`src/rtl/control_sequencer.sv`:
```
// Microcode step counter and control-strobe decoder for the 8-bit bus CPU.
// Each bus transfer takes two steps: the source drives in step n and the destination loads in step n+1.
module control_sequencer #(
  parameter logic [3:0] OP_NOP = 4'h0,
  parameter logic [3:0] OP_LDA = 4'h1,
  parameter logic [3:0] OP_ADD = 4'h2,
  parameter logic [3:0] OP_SUB = 4'h3,
  parameter logic [3:0] OP_LDI = 4'h5,
  parameter logic [3:0] OP_JMP = 4'h6,
  parameter logic [3:0] OP_OUT = 4'hE,
  parameter logic [3:0] OP_HLT = 4'hF
) (
  input  logic       main_clock,
  input  logic       reset,
  input  logic       run,
  input  logic [3:0] opcode,
  output logic [3:0] step,
  output logic       halted,
  output logic       instr_done,
  output logic       pc_out_en,
  output logic       pc_inc,
  output logic       pc_load,
  output logic       mar_load,
  output logic       ram_out_en,
  output logic       ir_load,
  output logic       ir_out_en,
  output logic       a_load,
  output logic       a_out_en,
  output logic       b_load,
  output logic       alu_out_en,
  output logic       alu_sub,
  output logic       out_load
);

  typedef enum logic [2:0] {
    K_NOP,
    K_LDA,
    K_ALU,
    K_LDI,
    K_JMP,
    K_OUT,
    K_HLT
  } kind_e;

  typedef struct packed {
    logic pc_out_en;
    logic pc_inc;
    logic pc_load;
    logic mar_load;
    logic ram_out_en;
    logic ir_load;
    logic ir_out_en;
    logic a_load;
    logic a_out_en;
    logic b_load;
    logic alu_out_en;
    logic alu_sub;
    logic out_load;
    logic instr_done;
  } ctl_t;

  localparam logic [3:0] MAX_STEP = 4'd9;
  localparam logic [3:0] HLT_STEP = 4'd4;

  kind_e      kind;
  logic [3:0] last_step;
  logic       is_sub;
  logic       active;
  ctl_t       ctl;

  // Unlisted opcodes fall through to the NOP class.
  always_comb begin
    // NOTE: every always_comb output gets a default first so no path leaves it unassigned (no latch).
    kind = K_NOP;
    if (opcode == OP_NOP)                          kind = K_NOP;
    else if (opcode == OP_LDA)                     kind = K_LDA;
    else if (opcode == OP_ADD || opcode == OP_SUB) kind = K_ALU;
    else if (opcode == OP_LDI)                     kind = K_LDI;
    else if (opcode == OP_JMP)                     kind = K_JMP;
    else if (opcode == OP_OUT)                     kind = K_OUT;
    else if (opcode == OP_HLT)                     kind = K_HLT;
  end

  always_comb begin
    last_step = 4'd3;
    case (kind)
      K_NOP:               last_step = 4'd3;
      K_LDA:               last_step = 4'd7;
      K_ALU:               last_step = 4'd9;
      K_LDI, K_JMP, K_OUT: last_step = 4'd5;
      K_HLT:               last_step = HLT_STEP;
      default:             last_step = 4'd3;
    endcase
  end

  assign is_sub = (opcode == OP_SUB);
  assign active = !reset && run && !halted;

  // The NOP-class end at T3 is the one decision that looks at opcode before T4.
  always_comb begin
    ctl = '0;
    if (active) begin
      case (step)
        4'd0: ctl.pc_out_en = 1'b1;
        4'd1: begin
          ctl.mar_load = 1'b1;
          ctl.pc_inc   = 1'b1;
        end
        4'd2: ctl.ram_out_en = 1'b1;
        4'd3: begin
          ctl.ir_load    = 1'b1;
          ctl.instr_done = (kind == K_NOP);
        end
        4'd4: begin
          ctl.ir_out_en = (kind == K_LDA) || (kind == K_ALU) || (kind == K_LDI) || (kind == K_JMP);
          ctl.a_out_en  = (kind == K_OUT);
        end
        4'd5: begin
          ctl.mar_load   = (kind == K_LDA) || (kind == K_ALU);
          ctl.a_load     = (kind == K_LDI);
          ctl.pc_load    = (kind == K_JMP);
          ctl.out_load   = (kind == K_OUT);
          ctl.instr_done = (kind == K_LDI) || (kind == K_JMP) || (kind == K_OUT);
        end
        4'd6: ctl.ram_out_en = (kind == K_LDA) || (kind == K_ALU);
        4'd7: begin
          ctl.a_load     = (kind == K_LDA);
          ctl.b_load     = (kind == K_ALU);
          ctl.instr_done = (kind == K_LDA);
        end
        4'd8: begin
          ctl.alu_out_en = (kind == K_ALU);
          ctl.alu_sub    = (kind == K_ALU) && is_sub;
        end
        4'd9: begin
          ctl.a_load     = (kind == K_ALU);
          ctl.alu_sub    = (kind == K_ALU) && is_sub;
          ctl.instr_done = (kind == K_ALU);
        end
        default: ctl = '0;
      endcase
    end
  end

  assign {pc_out_en, pc_inc, pc_load, mar_load, ram_out_en, ir_load, ir_out_en,
          a_load, a_out_en, b_load, alu_out_en, alu_sub, out_load, instr_done} = ctl;

  // Step/halt sequencing; an out-of-range step recovers to T0 on its own.
  always_ff @(posedge main_clock) begin
    // NOTE: registered state uses non-blocking assignments so every flop samples pre-edge values.
    if (reset) begin
      step   <= '0;
      halted <= 1'b0;
    end else if (step > MAX_STEP) begin
      step <= '0;
    end else if (run && !halted) begin
      if (kind == K_HLT && step == HLT_STEP) begin
        halted <= 1'b1;
      end else if (step >= last_step) begin
        step <= '0;
      end else begin
        step <= step + 4'd1;
      end
    end
  end

endmodule

```
`config.mk`:
```
export PLATFORM = sky130hd
export DESIGN_NAME = control_sequencer
export DESIGN_NICKNAME = d
export VERILOG_FILES = /design/src/rtl/control_sequencer.sv
export SDC_FILE = /design/constraint.sdc
export NUM_CORES = 1
export LEC_CHECK = 0
export BUFFER_PORTS_ARGS = -buffer_cell sky130_fd_sc_hd__buf_4
export CAP_MARGIN = 40
export CORE_MARGIN = 2
export CORE_UTILIZATION = 49
export CTS_CLUSTER_DIAMETER = 150
export DETAILED_ROUTE_END_ITERATION = 16
export PLACE_DENSITY = 0.78
export SLEW_MARGIN = 15
export SYNTH_ARGS = -nofsm -noshare
export SYNTH_HDL_FRONTEND = slang
export SYNTH_SLANG_ARGS = --single-unit
```
`constraint.sdc`:
```
create_clock -name main_clock -period 2 [get_ports main_clock]
set_clock_uncertainty 0.15 [all_clocks]
set_input_delay 0.3 -clock main_clock [delete_from_list [all_inputs] [get_ports main_clock]]
set_output_delay 0.3 -clock main_clock [all_outputs]
set_load 0.03 [all_outputs]
```
==> summary.txt, run 1 <==
Outcome
  • Status: aborted with a tool error
  • Fail Step: global routing
  • Error msg: [ERROR DPL-0038] Utilization greater than 100%, impossible to legalize

STA
  • Worst EP kind: output port
  • Worst endpoint, post-GRT repair: instr_done

Floorplan
  • Die Y: 44.1 microns
  • Die Wd: 44.1 microns
  • Num rows: 14
  • Num ports: 26
  • Initial core utilization: 52.2%

Synth
  • EDFF count, synth: 0
  • Async SR Flop Fraction: 0%
  • Synthesis Warnings: 0
  • Synthesized Nets: 122
  • Synth Instances: 106
  • Biggest area consumer among synthesized cells: ha_1
  • Area contributors post-synth: ha_1 (14%), dfxtp_1 (13%), a21oi_1 (5.7%), and2_1 (4.8%), nor2_1 (4.3%)
  • Synth Cell Area: 787 sq um
  • Post-synth top flop: dfxtp_1
  • Synth unique cells: 40
  • Syn Area/Cell: 7.42 sq um
  • Share of the synthesized area in the top cell type: 14.3%
  • Post-synth top cells: a21oi_1 (9), ha_1 (9), nor2_1 (9)
  • FF+latch count, synth: 5
  • Seq/Total Area, Yosys: 12.7%

Clock tree
  • H-tree depth: 1
  • Clock sink count: 5
  • Root Driver: clkbuf_4
  • Num CTS Buffers: 3
  • Clk buf depth: 2

Place
  • Detailed-placement wirelength estimate: 1830 microns
  • # port buffers: 25
  • Gp weighted congestion: 0.833

Global routing
  • Largest net degree at the start of global routing: 12
[through the flow]
| step | area (sq um) | cells | hold slack [ps] | setup WS [ps] | setup TNS (ps) |
|---|---|---|---|---|---|
| floorplan | 861 | 106 | 215 | 16.5 | 0 |
| global placement | 1130 | 155 | 303 | 52.7 | 0 |
| detailed placement | 1130 | 155 | 315 | -27.5 | -27.5 |
| CTS | 1380 | 171 | 68.7 | -44.2 | -116 |
[cells by family after synthesis]
family | count (synthesis) | synth area share, %
multiplexers | 1 | 1.43
flip-flops | 5 | 12.7
adder cells (fa/ha/maj) | 9 | 14.3
buffers and inverters | 12 | 7.79
AO/OA/AOI/OAI | 27 | 24.0
AND/OR/NAND/NOR | 52 | 39.7
[timing repair]
action,in CTS
setup buffers,12
setup endpoints to repair,14
resized for setup,29
hold buffers,0
pin swaps,6
==> run 2, diff against run 1 <==
--- a/config.mk
+++ b/config.mk
@@ -7,11 +7,10 @@
 export LEC_CHECK = 0
 export BUFFER_PORTS_ARGS = -buffer_cell sky130_fd_sc_hd__buf_4
 export CAP_MARGIN = 40
-export CORE_MARGIN = 2
-export CORE_UTILIZATION = 49
-export CTS_CLUSTER_DIAMETER = 150
+export CORE_AREA = 2 2 63 65
 export DETAILED_ROUTE_END_ITERATION = 16
-export PLACE_DENSITY = 0.78
+export DIE_AREA = 0 0 65 67
+export PLACE_DENSITY_LB_ADDON = 0.15
 export SLEW_MARGIN = 15
 export SYNTH_ARGS = -nofsm -noshare
 export SYNTH_HDL_FRONTEND = slang
==> summary.txt, run 2 <==
Outcome
  • Status: finished, violations left
  • Failing checks: setup timing

Clock tree
  • Clock sink count: 5 (unchanged)
  • TritonCTS clock tree: yes
  • Clock-pin slew on the worst setup and hold paths: 40 ps
  • Clk_lat worst skew: 220 ps
  • H-tree depth: 1 (unchanged)
  • Num CTS Buffers: 3 (unchanged)
  • Clk buf depth: 2 (unchanged)
  • Root Driver: clkbuf_8

Global routing
  • Gr ovfl total: 0
  • Largest net degree at the start of global routing: 10
  • Initial antenna violation count: 0
  • Vias in the first global route: 930
  • First-pass GRT wire length: 4260 microns
  • Gr usage total: 12.8%

Finish
  • Commonest non-fill, non-tap cell in the layout: buf_4
  • Fillers: 383
  • P&R area growth vs syn: 77.9%
  • Final std cells w/o fill: 201
  • Final nets: 170
  • Max reg flops: 4
  • Largest Register: step
  • Most frequent cells in the layout: buf_4 (46), a21oi_1 (9), nand2_1 (7), nor2_1 (7)
  • Top Registers: step: 4 flops, halted: 1 flops
  • Final antenna diode count: 0
  • Layout cell share with drive strength beyond 1: 55.6%

Synth
  • Seq/Total Area, Yosys: 12.7% (unchanged)
  • Async SR Flop Fraction: 0% (unchanged)
  • EDFF count, synth: 0 (unchanged)
  • Share of the synthesized area in the top cell type: 14.3% (unchanged)
  • Synthesized Nets: 122 (unchanged)
  • Syn Area/Cell: 7.42 sq um (unchanged)
  • Post-synth top cells: a21oi_1 (9), ha_1 (9), nor2_1 (9)
  • Synthesis Warnings: 0 (unchanged)
  • Synth Instances: 106 (unchanged)
  • Biggest area consumer among synthesized cells: ha_1
  • Synth Cell Area: 787 sq um (unchanged)
  • Post-synth top flop: dfxtp_1
  • Synth unique cells: 40 (unchanged)
  • Area contributors post-synth: ha_1 (14%), dfxtp_1 (13%), a21oi_1 (5.7%), and2_1 (4.8%), nor2_1 (4.3%)
  • FF+latch count, synth: 5 (unchanged)

Setup path
  • CP startpoint kind: register
  • WP data arrival: 1610 ps
  • Crit path kind: register to primary output
  • Element type at the critical path end: primary output
  • CP required: 1550 ps
  • Crit Path Max Fanout: 8

Floorplan
  • Num rows: 22 (+8)
  • Die Y: 67 microns (+52%)
  • Num ports: 26 (unchanged)
  • Core area: 3610 sq um
  • Die Area: 4360 sq um
  • Initial core utilization: 21.8% (-30 points)
  • Die Wd: 65 microns (+47%)

Route
  • Vias per cell: 4.55
  • # DRC: 0
  • Final antenna-violating net count: 0
  • Iter 0 DRT Violations: 12
  • Post-DR wirelength/cell: 12.3 microns
  • Drt first pass iters: 2
  • Routed Wire Length: 2470 microns
  • Vias: 915

Hold path
  • Hold WC Path Type: input port to register

STA
  • Worst Tran Pin Value: 286 ps
  • Slew headroom: 80.8%
  • Final count of hold timing violations: 0
  • Tcrit/Tclk final: 103%
  • Final worst path period need: 2060 ps
  • Slew Limit Fails: 0
  • Final WS setup: -56.7 ps
  • Final setup fails: 2
  • RSZ-0062 raised after global routing: true
  • Max Fclk: 486 MHz

Power and ir drop
  • P per Cell Area: 344 nW/um^2
  • Leakage: 0.623 nW
  • Worst VDD drop: 0.000310 V

Place
  • Detailed-placement wirelength estimate: 2030 microns (+11%)
  • Gp weighted congestion: 0.825 (-0.97%)
  • Pre-CTS setup slack: -29.2 ps (-1.65 ps)
  • # port buffers: 25 (unchanged)
  • Dpl cells: 193 (+25%)

Job
  • Max-Cap Viols: 0
## run 2: cells by family (layout without fill, tap and decap cells)
| family | Yosys count | in the layout | synth area share (%) |
|---|---|---|---|
| compound gates | 27 | 27 | 24.0 |
| fa+ha+maj | 9 | 9 | 14.3 |
| buf+inv | 12 | 59 | 7.79 |
| flops | 5 | 5 | 12.7 |
| mux | 1 | 1 | 1.43 |
| simple gates | 52 | 52 | 39.7 |
## run 2: where the power goes
group	switching, mW	internal (mW)	leakage, nW
logic	0.0955	0.0858	0.556
registers	0.00882	0.102	0.0441
clock network	0.0527	0.137	0.0228
## run 2: final timing paths
| check | endpoint | slack (ps) | cells after the start | from |
|---|---|---|---|---|
| setup / recovery | instr_done | -60 | 5 | step[2] |
| hold reg to reg | halted | 390 | 3 | halted |
| hold / removal | halted | 100 | 2 | reset |
| setup reg to reg | step[3] | 170 | 6 | step[0] |
## run 2: layout make-up
class,instances,area (sq um),share of cell area (%)
repair buffers,50,390,27.9
clock buffers,4,45.0,3.22
well taps,48,60.1,4.29
inverters,5,25.0,1.79
flip-flops and latches,5,116,8.31
multi-input cells,89,763,54.5
## run 2: worst max-delay path, cell delays in order, from the launching register on
cell and delay (ps):
dfxtp_4 400, or3b_1 370, o21ai_2 80, a32oi_2 140
a311oi_4 230, buf_6 170
## run 2: stage by stage
stage	util (%)	hold slack [ps]	power (mW)	instance area, sq um	setup TNS (ps)
after global placement	33.8	310	0.272	1220	-50.0
after detailed placement	33.8	312	0.273	1220	-89.3
after CTS	38.4	95.6	0.489	1380	-133
final	38.8	96.3	0.482	1400	-76.5
after floorplan	-	215	0.207	861	0
after global routing	38.8	111	0.520	1400	-746
## run 2: timing repair
item / in CTS / in global routing
gates resized for setup: 21 / 4
pin swaps: 1 / 1
hold buffers: 0 / 0
setup endpoints to repair: 7 / 12
buffers inserted: 4 / 0
## run 2: routing by layer
metal / global-route usage (%) / routed length [microns] / vias to the layer above / share of wire [%]
met3: 1.35 / 89 / 5 / 3.6
li1: - / - / 476 / -
met1: 15.3 / 1110 / 414 / 45
met2: 22.6 / 1230 / 20 / 50
met5: 0 / 0 / - / 0
met4: 6.38 / 48 / 0 / 1.9
(Power assumes the default switching activity.)
==> run 3, diff against run 2 <==
--- a/config.mk
+++ b/config.mk
@@ -10,7 +10,7 @@
 export CORE_AREA = 2 2 63 65
 export DETAILED_ROUTE_END_ITERATION = 16
 export DIE_AREA = 0 0 65 67
-export PLACE_DENSITY_LB_ADDON = 0.15
+export PLACE_DENSITY = 0.46
 export SLEW_MARGIN = 15
 export SYNTH_ARGS = -nofsm -noshare
 export SYNTH_HDL_FRONTEND = slang
==> summary.txt, run 3 (synthesis results as in run 2) <==
Power and ir drop
  • Post-route total power: 0.505 mW (+4.9%)
  • P per Cell Area: 336 nW/um^2 (-2.4%)
  • Worst VDD drop: 0.000356 V (+15%)
  • Leakage: 0.677 nW (+8.7%)

Place
  • Detailed-placement wirelength estimate: 2010 microns (-0.90%)
  • Dpl cells: 193 (unchanged)
  • # port buffers: 25 (unchanged)
  • Placed cell areas: 1220 sq um (unchanged)
  • Gp weighted congestion: 0.815 (-1.2%)

Finish
  • Layout cell share with drive strength beyond 1: 60.6% (+5.1 points)
  • Top Registers: step: 4 flops, halted: 1 flops
  • Fillers: 375 (-2.1%)
  • Final std cells w/o fill: 208 (+3.5%)
  • Final nets: 177 (+4.1%)
  • Commonest non-fill, non-tap cell in the layout: buf_4
  • Multi-input logic area: 812 sq um (+6.4%)
  • Largest Register: step
  • Max reg flops: 4 (unchanged)
  • Final antenna diode count: 0 (unchanged)
  • Storage element area: 116 sq um (unchanged)
  • P&R area growth vs syn: 91.3%
  • Final Cell Area: 1510 sq um (+7.5%)
  • Most frequent cells in the layout: buf_4 (52), a21oi_1 (9), nor2_1 (7)

Floorplan
  • Die Wd: 65 microns (unchanged)
  • Die Area: 4360 sq um (unchanged)
  • Num ports: 26 (unchanged)
  • Core area: 3610 sq um (unchanged)
  • Initial core utilization: 21.8% (unchanged)
  • Num rows: 22 (unchanged)
  • Die Y: 67 microns (unchanged)

STA
  • WHS: 99.5 ps (+3.22 ps)
  • Worst Tran Pin Value: 376 ps (+90.8 ps)
  • Max Fclk: 495 MHz (+1.9%)
  • Slew Limit Fails: 0 (unchanged)
  • Total Neg Setup Slack: -18.6 ps (+57.9 ps)
  • Final count of hold timing violations: 0 (unchanged)
  • Final setup fails: 1 (-1)
  • Slew headroom: 74.6% (-6.2 points)
  • RSZ-0062 raised after global routing: true
  • Final WS setup: -18.6 ps (+38.0 ps)
  • Tcrit/Tclk final: 101% (-1.9 points)
  • Final worst path period need: 2020 ps (-38.0 ps)

Setup path
  • Top cell family by delay on the critical path: simple AND/OR/NAND/NOR gates
  • Largest stage delay, worst path: 370 ps (-30 ps)
  • WP data arrival: 1570 ps (-40 ps)
  • Buf+Inv Stages, Crit Path: 1 (unchanged)
  • Crit Path Max Fanout: 5 (-3)
  • Worst path slowest cell: dfxtp_4
  • CP startpoint kind: register
  • CP Cell Sequence: nor2b_4 -> and2_1 -> nand3_1 -> a311oi_4 -> buf_6
  • Crit path kind: register to primary output
  • Element type at the critical path end: primary output
  • CP required: 1550 ps (about the same)

Route
  • Vias: 1001 (+9.4%)
  • # DRC: 0 (unchanged)
  • Drt first pass iters: 4 (+2)
  • Vias per cell: 4.81 (+5.7%)
  • Iter 0 DRT Violations: 28 (+16)
  • Final antenna-violating net count: 0 (unchanged)
  • Post-DR wirelength/cell: 12.7 microns (+3.7%)
  • Routed Wire Length: 2650 microns (+7.3%)

Outcome
  • Status: finished, violations left
  • Failing checks: setup timing

Clock tree
  • Post-CTS Hold Fix Bufs: 0 (unchanged)
  • H-tree depth: 1 (unchanged)
  • Num CTS Buffers: 3 (unchanged)
  • Clock sink count: 5 (unchanged)
  • TritonCTS clock tree: yes
  • Clk buf depth: 2 (unchanged)
  • Clk_lat worst skew: 230 ps (about the same)
  • Root Driver: clkbuf_8
  • Clock-pin slew on the worst setup and hold paths: 40 ps (about the same)

Global routing
  • Largest net degree at the start of global routing: 10 (unchanged)
  • Vias in the first global route: 956 (+2.8%)
  • Gr ovfl total: 0 (unchanged)
  • Gr usage total: 12.5% (-0.25 points)
  • Initial antenna violation count: 0 (unchanged)
  • First-pass GRT wire length: 4220 microns (-0.99%)

Job
  • Max-Cap Viols: 0 (unchanged)

Hold path
  • Hold WC Path Type: input port to register
[run 3: metal layers]
metal  track usage (%)  vias up  part of all wire [%]
met1              14.9      480                    42
met3              1.52        3                   4.2
met4              6.38        0                   1.4
met5                 0        -                     0
li1                  -      495                     -
met2              22.0       23                    52
[run 3: where the power goes]
| group | internal [mW] | leakage [nW] | switching, mW |
|---|---|---|---|
| logic | 0.0947 | 0.610 | 0.104 |
| clock network | 0.138 | 0.0228 | 0.0590 |
| registers | 0.102 | 0.0441 | 0.00842 |
[run 3: cell type report]
type	instances	share of cell area, %
multi-input combinational	89	53.9
timing repair buffer	57	29.7
clock buffer	4	2.99
inverter	5	1.66
tap	48	3.99
sequential	5	7.73
[run 3: repair_timing]
action | CTS | global route
endpoints found under the hold margin | 0 | 0
buffers inserted | 8 | 4
pin swaps | 6 | 6
gates resized for setup | 24 | 11
setup endpoints to repair | 8 | 13
[run 3: path summary, 6_finish.rpt]
path | start | to | slack [ps] | cells past startpoint
max | step[2] | instr_done | -20 | 5
max reg2reg | step[0] | step[3] | 140 | 6
min | reset | halted | 100 | 2
min reg2reg | halted | halted | 400 | 3
[run 3: through the flow]
stage          util, %  worst slack, ps
6_report          41.7            -18.6
5_1_grt           41.7            -72.1
4_1_cts           39.5            -64.0
3_5_place_dp      33.8            -27.6
3_3_place_gp      33.8            -4.52
2_1_floorplan        -             16.5
